==> config.mk <==
export PLATFORM = sky130hd
export DESIGN_NAME = lane_capture_sched
export DESIGN_NICKNAME = d
export VERILOG_FILES = /design/src/rtl/lane_capture_sched.sv
export SDC_FILE = /design/constraint.sdc
export NUM_CORES = 1
export LEC_CHECK = 0
export CAP_MARGIN = 20
export CORE_MARGIN = 3
export CORE_UTILIZATION = 41
export DETAILED_ROUTE_END_ITERATION = 7
export PLACE_DENSITY = 0.8
export SYNTH_ARGS = -nofsm -noshare
export SYNTH_HDL_FRONTEND = slang
export SYNTH_SLANG_ARGS = --single-unit
==> constraint.sdc <==
create_clock -name clk -period 2.8 [get_ports clk]
set_input_delay 0.7 -clock clk [delete_from_list [all_inputs] [get_ports clk]]
set_output_delay 0.7 -clock clk [all_outputs]
set_load 0.02 [all_outputs]
==> src/rtl/lane_capture_sched.sv <==
// Round-robin capture of one sample per lane per frame, then a 1-cycle commit to the latch stage.
// Latency: one capture per COLLECT cycle, commit the cycle after the last capture or the timeout; no backpressure.
module lane_capture_sched #(
    parameter int DW          = 32,
    parameter int TIMEOUT_CYC = 1000,
    parameter int CNT_W       = 8
) (
    input  logic             clk,
    input  logic             rst,
    input  logic             start,
    input  logic             abort,
    input  logic [3:0]       req,
    input  logic [DW-1:0]    din0,
    input  logic [DW-1:0]    din1,
    input  logic [DW-1:0]    din2,
    input  logic [DW-1:0]    din3,
    output logic [3:0]       gnt,
    output logic [DW-1:0]    cap0,
    output logic [DW-1:0]    cap1,
    output logic [DW-1:0]    cap2,
    output logic [DW-1:0]    cap3,
    output logic             commit,
    output logic             busy,
    output logic [3:0]       missing,
    output logic [CNT_W-1:0] frame_cnt
);

    localparam int TW = $clog2(TIMEOUT_CYC);

    typedef enum logic [1:0] {
        IDLE    = 2'd0,
        COLLECT = 2'd1,
        COMMIT  = 2'd2
    } state_t;

    state_t            r_state;
    state_t            w_state_nxt;
    logic [1:0]        r_rr_ptr;
    logic [3:0]        r_captured;
    logic [TW-1:0]     r_timer;
    logic [3:0]        r_gnt;
    logic [DW-1:0]     r_cap [4];
    logic              r_commit;
    logic              r_busy;
    logic [3:0]        r_missing;
    logic [CNT_W-1:0]  r_frame_cnt;

    logic [DW-1:0]     w_din [4];
    logic [3:0]        w_elig;
    logic              w_pick_vld;
    logic [1:0]        w_pick_idx;
    logic [3:0]        w_pick_oh;
    logic              w_cap_now;
    logic [3:0]        w_captured_nxt;
    logic              w_full;
    logic              w_tmo;

    assign w_din[0] = din0;
    assign w_din[1] = din1;
    assign w_din[2] = din2;
    assign w_din[3] = din3;

    assign w_elig = req & ~r_captured;

    // Scan downwards so the lane closest to rr_ptr is the last (winning) assignment.
    always_comb begin
        logic [1:0] v_idx;
        w_pick_vld = 1'b0;
        w_pick_idx = 2'd0;
        v_idx      = 2'd0;
        for (int i = 3; i >= 0; i--) begin
            v_idx = r_rr_ptr + 2'(i);
            if (w_elig[v_idx]) begin
                w_pick_vld = 1'b1;
                w_pick_idx = v_idx;
            end
        end
    end

    assign w_pick_oh      = 4'b0001 << w_pick_idx;
    assign w_cap_now      = (r_state == COLLECT) && !abort && w_pick_vld;
    assign w_captured_nxt = r_captured | (w_cap_now ? w_pick_oh : 4'b0000);
    assign w_full         = (w_captured_nxt == 4'hF);
    assign w_tmo          = (r_timer == TW'(TIMEOUT_CYC - 1));

    always_comb begin
        w_state_nxt = r_state;
        case (r_state)
            IDLE:    if (start) w_state_nxt = COLLECT;
            COLLECT: begin
                if (abort)               w_state_nxt = IDLE;
                else if (w_full || w_tmo) w_state_nxt = COMMIT;
            end
            COMMIT:  w_state_nxt = IDLE;
            default: w_state_nxt = IDLE;
        endcase
    end

    always_ff @(posedge clk or negedge rst) begin
        if (!rst) r_state <= IDLE;
        else      r_state <= w_state_nxt;
    end

    always_ff @(posedge clk or negedge rst) begin
        if (!rst) begin
            r_rr_ptr    <= 2'd0;
            r_captured  <= 4'd0;
            r_timer     <= '0;
            r_gnt       <= 4'd0;
            r_commit    <= 1'b0;
            r_busy      <= 1'b0;
            r_missing   <= 4'd0;
            r_frame_cnt <= '0;
            for (int i = 0; i < 4; i++) r_cap[i] <= '0;
        end else begin
            r_gnt    <= w_cap_now ? w_pick_oh : 4'b0000;
            r_commit <= (w_state_nxt == COMMIT);
            r_busy   <= (w_state_nxt != IDLE);
            case (r_state)
                IDLE: begin
                    if (start) begin
                        r_captured <= 4'd0;
                        r_timer    <= '0;
                    end
                end
                COLLECT: begin
                    r_timer <= r_timer + 1'b1;
                    if (w_cap_now) begin
                        r_cap[w_pick_idx] <= w_din[w_pick_idx];
                        r_captured        <= w_captured_nxt;
                        r_rr_ptr          <= w_pick_idx + 2'd1;
                    end
                    // A full frame yields ~4'hF = 0, so one expression covers both commit causes.
                    if (w_state_nxt == COMMIT) r_missing <= ~w_captured_nxt;
                end
                COMMIT: begin
                    if (r_frame_cnt != {CNT_W{1'b1}}) r_frame_cnt <= r_frame_cnt + 1'b1;
                end
                default: ;
            endcase
        end
    end

    assign gnt       = r_gnt;
    assign cap0      = r_cap[0];
    assign cap1      = r_cap[1];
    assign cap2      = r_cap[2];
    assign cap3      = r_cap[3];
    assign commit    = r_commit;
    assign busy      = r_busy;
    assign missing   = r_missing;
    assign frame_cnt = r_frame_cnt;

endmodule

Word-level counts from Yosys, hierarchy flattened
Index checks and enable logic that the tools add are counted.
{"block": "totals", "register_bits": 164, "in_bits": 136, "elab_cells": 84}
{"block": "classes", "reduce_logical": 13, "order_cmp": 6, "n_bitwise": 5, "shift": 1, "add_sub_neg": 6, "eq_ne": 8, "muxes": 32}
{"op": "bitwise mux 128 bit", "count": 1}
{"op": "2-to-1 mux 32 bit", "count": 3}
{"op": "binary-select mux 32 bit (select 2 bit)", "count": 1}
{"op": "demux 32 bit (select 2 bit)", "count": 1}
{"op": "one-hot mux 10 bit (2 select lines)", "count": 1}
{"op": "2-to-1 mux 2 bit", "count": 7}
{"op": "< comparator 2 x 3 -> 1 bit, second input constant", "count": 4}
{"op": "2-to-1 mux 4 bit", "count": 3}
{"op": "adder 10 x 1 -> 10 bit, second input constant", "count": 1}
{"op": "equality test 10 bit, second input constant", "count": 1}
{"op": "2-to-1 mux 10 bit", "count": 1}
{"op": "adder 8 x 1 -> 8 bit, second input constant", "count": 1}
{"op": "binary-select mux 1 bit (select 2 bit)", "count": 4}
{"op": "2-to-1 mux 1 bit", "count": 8}
{"op": "!= test 8 bit, second input constant", "count": 1}
{"op": "NOT 4 bit", "count": 2}
{"op": "one-hot mux 4 bit (2 select lines)", "count": 1}
{"op": "AND reduction 2 bit", "count": 4}
{"op": "adder 2 x 1 -> 2 bit, second input constant", "count": 2}
{"op": "adder 2 bit, second input constant", "count": 2}
{"op": "bitwise AND 4 bit", "count": 1}
{"op": "equality test 2 bit, second input constant", "count": 2}
{"op": "equality test 4 bit, second input constant", "count": 1}
{"op": "!= test 2 bit, second input constant", "count": 2}
{"op": "other kinds (13)", "count": 16}

Logic depth before layout (Yosys ltp)
{"block": "logic_depth", "word_depth": 18, "ltp_mapped": 15, "depth_no_buf": 11}

Worst setup path before layout
Ideal clock, no wire load.
{"block": "synth_path", "kind": "input to register", "start": "input req[2]", "end": "register r_cap, in the netlist cap0[10]", "arrival_ns": 2.925, "cell_stages": 12, "slack_ns": -0.250, "path_cell_list": "nor4bb_1 > a21oi_1 > and3_1 > buf_6 > inv_2 > buf_6 > buf_4 > ha_1 > nand4bb_1 > a41oi_2 > clkbuf_1 > mux2_2"}
{"block": "synth_between", "elab_chain_len": 13, "word_cells_on_any_way": 29, "classes_between": "order compare (2); mux (22); bitwise (2); reduce/logical (3)"}
{"element": "from (decl)", "line": "12", "source": "input logic [3:0] req,"}
{"element": "bitwise AND 4 bit (*)", "line": "63", "source": "assign w_elig = req & ~r_captured;"}
{"element": "binary-select mux 1 bit (select 2 bit)", "line": "73", "source": "if (w_elig[v_idx]) begin"}
{"element": "2-to-1 mux 1 bit (implied by the code)", "line": "73"}
{"element": "2-to-1 mux 2 bit (4 in a row)", "line": "73"}
{"element": "NOT 2 -> 3 bit (implied by the code)", "line": "129", "source": "r_cap[w_pick_idx] <= w_din[w_pick_idx];"}
{"element": ">= comparator 3 bit (implied by the code) / < comparator 3 x 1 -> 1 bit (equally long branches)", "line": "129"}
{"element": "logical AND 1 bit (implied by the code)", "line": "129"}
{"element": "2-to-1 mux 32 bit (implied by the code)", "line": "129"}
{"element": "demux 32 bit (select 2 bit)", "line": "129"}
{"element": "bitwise mux 128 bit", "line": "129"}
{"element": "to (signal, indexed assignment)", "line": "129"}
{"element": "to (decl)", "line": "42", "source": "logic [DW-1:0] r_cap [4];"}
Every way passes the cells marked *; elsewhere a longest branch is shown, timed or not. The select of a mux whose other input is x is not followed.
A chain may end at the register's enable or synchronous reset.

Worst setup path in the final report
{"block": "layout_path", "start": "input req[3]", "end": "register r_missing[2] (netlist: missing[2])"}
{"block": "layout_between", "elab_chain_len": 17, "word_cells_on_any_way": 29, "classes_between": "eq/ne (2); shift (1); mux (20); bitwise (3); reduce/logical (3)"}
{"element": "bitwise AND 4 bit (*)", "line": "63"}
{"element": "binary-select mux 1 bit (select 2 bit)", "line": "73"}
{"element": "2-to-1 mux 1 bit (implied by the code)", "line": "73"}
{"element": "2-to-1 mux 2 bit / 2-to-1 mux 1 bit (equally long branches) (4 in a row)", "line": "73"}
{"element": "left shift 1 x 2 -> 4 bit / logical AND 1 bit (equally long branches)", "line": "80, 81"}
{"element": "2-to-1 mux 4 bit (*)", "line": "82", "source": "assign w_captured_nxt = r_captured | (w_cap_now ? w_pick_oh : 4'b0000);"}
{"element": "bitwise OR 4 bit (*)", "line": "82"}
{"element": "equality test 4 bit (*)", "line": "83", "source": "assign w_full = (w_captured_nxt == 4'hF);"}
{"element": "logical OR 1 bit (*)", "line": "92", "source": "else if (w_full || w_tmo) w_state_nxt = COMMIT;"}
{"element": "2-to-1 mux 2 bit (*)", "line": "92"}
{"element": "2-to-1 mux 2 bit (*)", "line": "91", "source": "if (abort) w_state_nxt = IDLE;"}
{"element": "one-hot mux 2 bit (2 select lines) (*)", "line": "88", "source": "case (r_state)"}
{"element": "via w_state_nxt[1]", "line": "37", "source": "state_t w_state_nxt;"}
{"element": "equality test 2 bit (*)", "line": "134", "source": "if (w_state_nxt == COMMIT) r_missing <= ~w_captured_nxt;"}
{"element": "AND reduction 2 bit (no line) (*)"}
{"element": "to (signal assigned)", "line": "134"}
{"element": "to (decl)", "line": "45", "source": "logic [3:0] r_missing;"}
Mark *: on every way through the listed nets, which the timed path passes. The rest lies on a longest branch. The select of a mux whose other input is x is not followed.

==> reports/metrics.cfg <==
[yosys]
synth_top_cell_area_share_pct = 53.4
ys_seq_area_share_pct = 53.4
synth_seq_cells = 164
synth_top_area_cell = dfrtp_1
synth_area_leaders = dfrtp_1 53%, mux2_2 19%, nand2_1 5.9%
yosysWarnings = 0
synth_edf_count = 0
yosysUniqueCellTypes = 45
syn_area_um2 = 7690
syn_inst = 627
synth_flop_cell = dfrtp_1
synth_nets = 768
synthArstFlopShare_pct = 100
synth_area_per_cell_um2 = 12.3

[route]
routedWlPerCell_um = 18.5
vias_per_cell = 5.20
drt-initial-drc-count = 270
dr_wl_met2_um = 10600
wl_met3_um = 1930
dr.pass1.iters = 4
drc_errors = 0
wl_um = 21700
met1_length_um = 8710
ant_nets = 0
dr.max_layer_used = met4
num_vias = 6073

[timing]
period_minus_slack_ns = 2.69
setup_viol = 0
setup_slack_ns = 0.106
post-route-period-util_pct = 96.2
clock.fmax_mhz = 371
slew_violations = 0
worst_pin_slew_ns = 0.635
slew_headroom_pct = 57.3
hold_viol_final = 0
skew_ns = 0.00932

[clock_tree]
clk_pin_slew_worst_paths_ns = 0.06
cts_num_sinks = 164
cts_buffer_depth = 2
cts_tree = built
htreeDepth = 4
clk_latency_ns = 0.42
root_buffer = clkbuf_16
numCtsBuffers = 17

[floorplanning]
io_pins = 282
core_area_um2 = 18200
die-area_um2 = 20400
num_rows = 49
fp.dieH_um = 143
die_w_um = 143
start_util_pct = 42.2

[global_route]
grt_max_degree = 66
grt_usage_pct = 21.1
antenna_found_initial = 0
grt_overflow = 0
grt_pass1_vias = 6235
grt_first_pass_wirelength_um = 33400

[layout]
final_cells = 1168
diodes = 0
nNetsFinal = 1067
fin_area_um2 = 11600
drive_above_1_share_pct = 27.5
syn_to_final_growth_pct = 50.8

[power_and_ir_drop]
ir_drop_uv = 638
cellLeakagePower_nw = 4.75
clkPwrFrac_pct = 17.1
power.switching_w = 0.00526
swShare_pct = 39.0
combPwrFrac_pct = 53.5
p_seq_share_pct = 29.4
p_per_area_nw_per_um2 = 1160
p_int_w = 0.00824
p_total_w = 0.0135

[setup_path]
worstSetupStartpoint = req[3]
crit_path_end_kind = register
cp.required_ns = 3.10
path_max_fanout = 5
rr_startpoint = r_rr_ptr[1]
worstSetupPathType = primary input to register
start_kind = primary input
crit_arrival_ns = 2.99

[place]
post_dp_cell_area_um2 = 10900
hpwl_um = 16100
io_buffers = 281
pre_cts_ws_ns = -0.430
placed_cells = 1132
place_congestion = 0.858

[run_status]
status = completed

[worst_hold_path]
hp-class = primary input to asynchronous set/reset pin

[flow_run]
drv_cap = 0

==> logic make-up after synthesis <==
logic type | Yosys count | share of synthesized area, %
AOI/OAI and AO/OA | 96 | 12.1
buffers and inverters | 45 | 3.58
muxes | 129 | 18.9
and+or+nand+nor | 180 | 10.3
DFF | 164 | 53.4
adders and majority gates | 5 | 0.814
xor gates and xnor gates | 8 | 0.912
==> repair_timing <==
action                     in CTS  in global routing
cloned                          0                  0
hold endpoints to repair        0                  0
setup endpoints to repair       2                 33
pin swaps                       1                  4
hold buffers                    0                  0
setup buffers                   1                  3
gates resized for setup         3                  5
==> area by class of cell <==
type / count / area, um^2
clock buffers: 22 / 464
clock inverters: 10 / 125
fillers: 1456 / 6620
inverters: 6 / 23.8
multi-input cells: 418 / 3410
flip-flops and latches: 164 / 4100
well taps: 229 / 287
repair buffers: 319 / 3180
==> metal layers <==
layer,vias up,track usage [%]
met5,-,0
met4,0,7.35
met3,25,8.20
met2,216,34.9
met1,3004,25.3
li1,2828,-
==> sequential cells by signal, indices dropped and copies added, names as in the netlist, 2 cells and up <==
register / count
cap0: 32
cap1: 32
cap2: 32
cap3: 32
r_timer: 10
frame_cnt: 8
gnt: 4
missing: 4
r_captured: 4
r_rr_ptr: 2
r_state: 2
==> synth_stat cells (2+ instances only) <==
master / n
nor3_1: 2
o21ai_1: 4
a21boi_1: 2
xor2_1: 4
nand3_1: 14
nor4_1: 2
a21oi_1: 18
buf_2: 13
ha_1: 5
nand4bb_1: 3
a32oi_2: 25
and2_1: 2
nand4_1: 4
buf_6: 10
a32oi_1: 7
buf_4: 4
nor2_1: 18
inv_2: 3
inv_1: 3
o21ai_0: 12
nand2b_1: 7
a21oi_2: 17
dfrtp_1: 164
a41oi_2: 2
nor2b_1: 3
xnor2_1: 4
clkbuf_1: 11
mux2_2: 128
nand2_1: 120
==> power by group through the flow <==
| stage | logic, W | registers (W) | clock network (W) |
|---|---|---|---|
| finish | 0.00722 | 0.00397 | 0.00231 |
| global placement | 0.00713 | 0.00395 | 0 |
| CTS | 0.00727 | 0.00397 | 0.00237 |
| detailed placement | 0.00723 | 0.00399 | 0 |
| global route | 0.00769 | 0.00410 | 0.00248 |
| floorplan | 0.00293 | 0.00510 | 0 |
==> final timing paths <==
check / to / slack (ns) / cells past startpoint
setup / recovery: missing[2] / 0.11 / 11
hold / removal: frame_cnt[0] / 0.22 / 1
setup reg to reg: cap2[23] / 0.27 / 10
hold reg to reg: cap0[20] / 0.50 / 1
max in group asynchronous: cap1[30] / 1.87 / 2
min in group clk: cap0[20] / 0.50 / 1
==> worst max-delay path: stages <==
cell             delay [ns]
clkdlybuf4s50_1        0.53
nand2b_4               0.09
o21ai_1                0.15
and3_4                 0.23
ha_1                   0.14
nand4bb_1              0.14
a41oi_4                0.26
nor2_2                 0.08
nor4_4                 0.33
a2bb2oi_2              0.24
o21ai_1                0.09
==> layout by cell type (no fill, tap or decap), types with 3 or more instances in the layout <==
master	count
a32oi_2	25
clkinv_4	5
dfrtp_1	164
inv_1	3
nand3_1	14
a41oi_4	3
o21ai_0	12
xnor2_1	4
buf_12	6
buf_4	32
ha_1	4
xor2_1	4
nand4_1	4
clkdlybuf4s50_1	279
clkbuf_1	3
nand2b_1	5
a21oi_1	18
a32oi_1	7
nor2_1	15
mux2_2	128
a21oi_2	17
nand4bb_1	3
nand2_1	120
o21ai_1	4
clkbuf_16	17
==> per-stage QoR <==
stage               TNS, ns  hold slack, ns  utilization (%)
detailed placement   -35.17           0.491             60.1
global placement     -29.41           0.484             60.1
CTS                       0           0.216             63.4
floorplan             -1.55           0.404                -
finish                    0           0.219             63.7
global route         -0.158           0.237             63.7
Note: power is estimated with default switching activity, not from simulation.
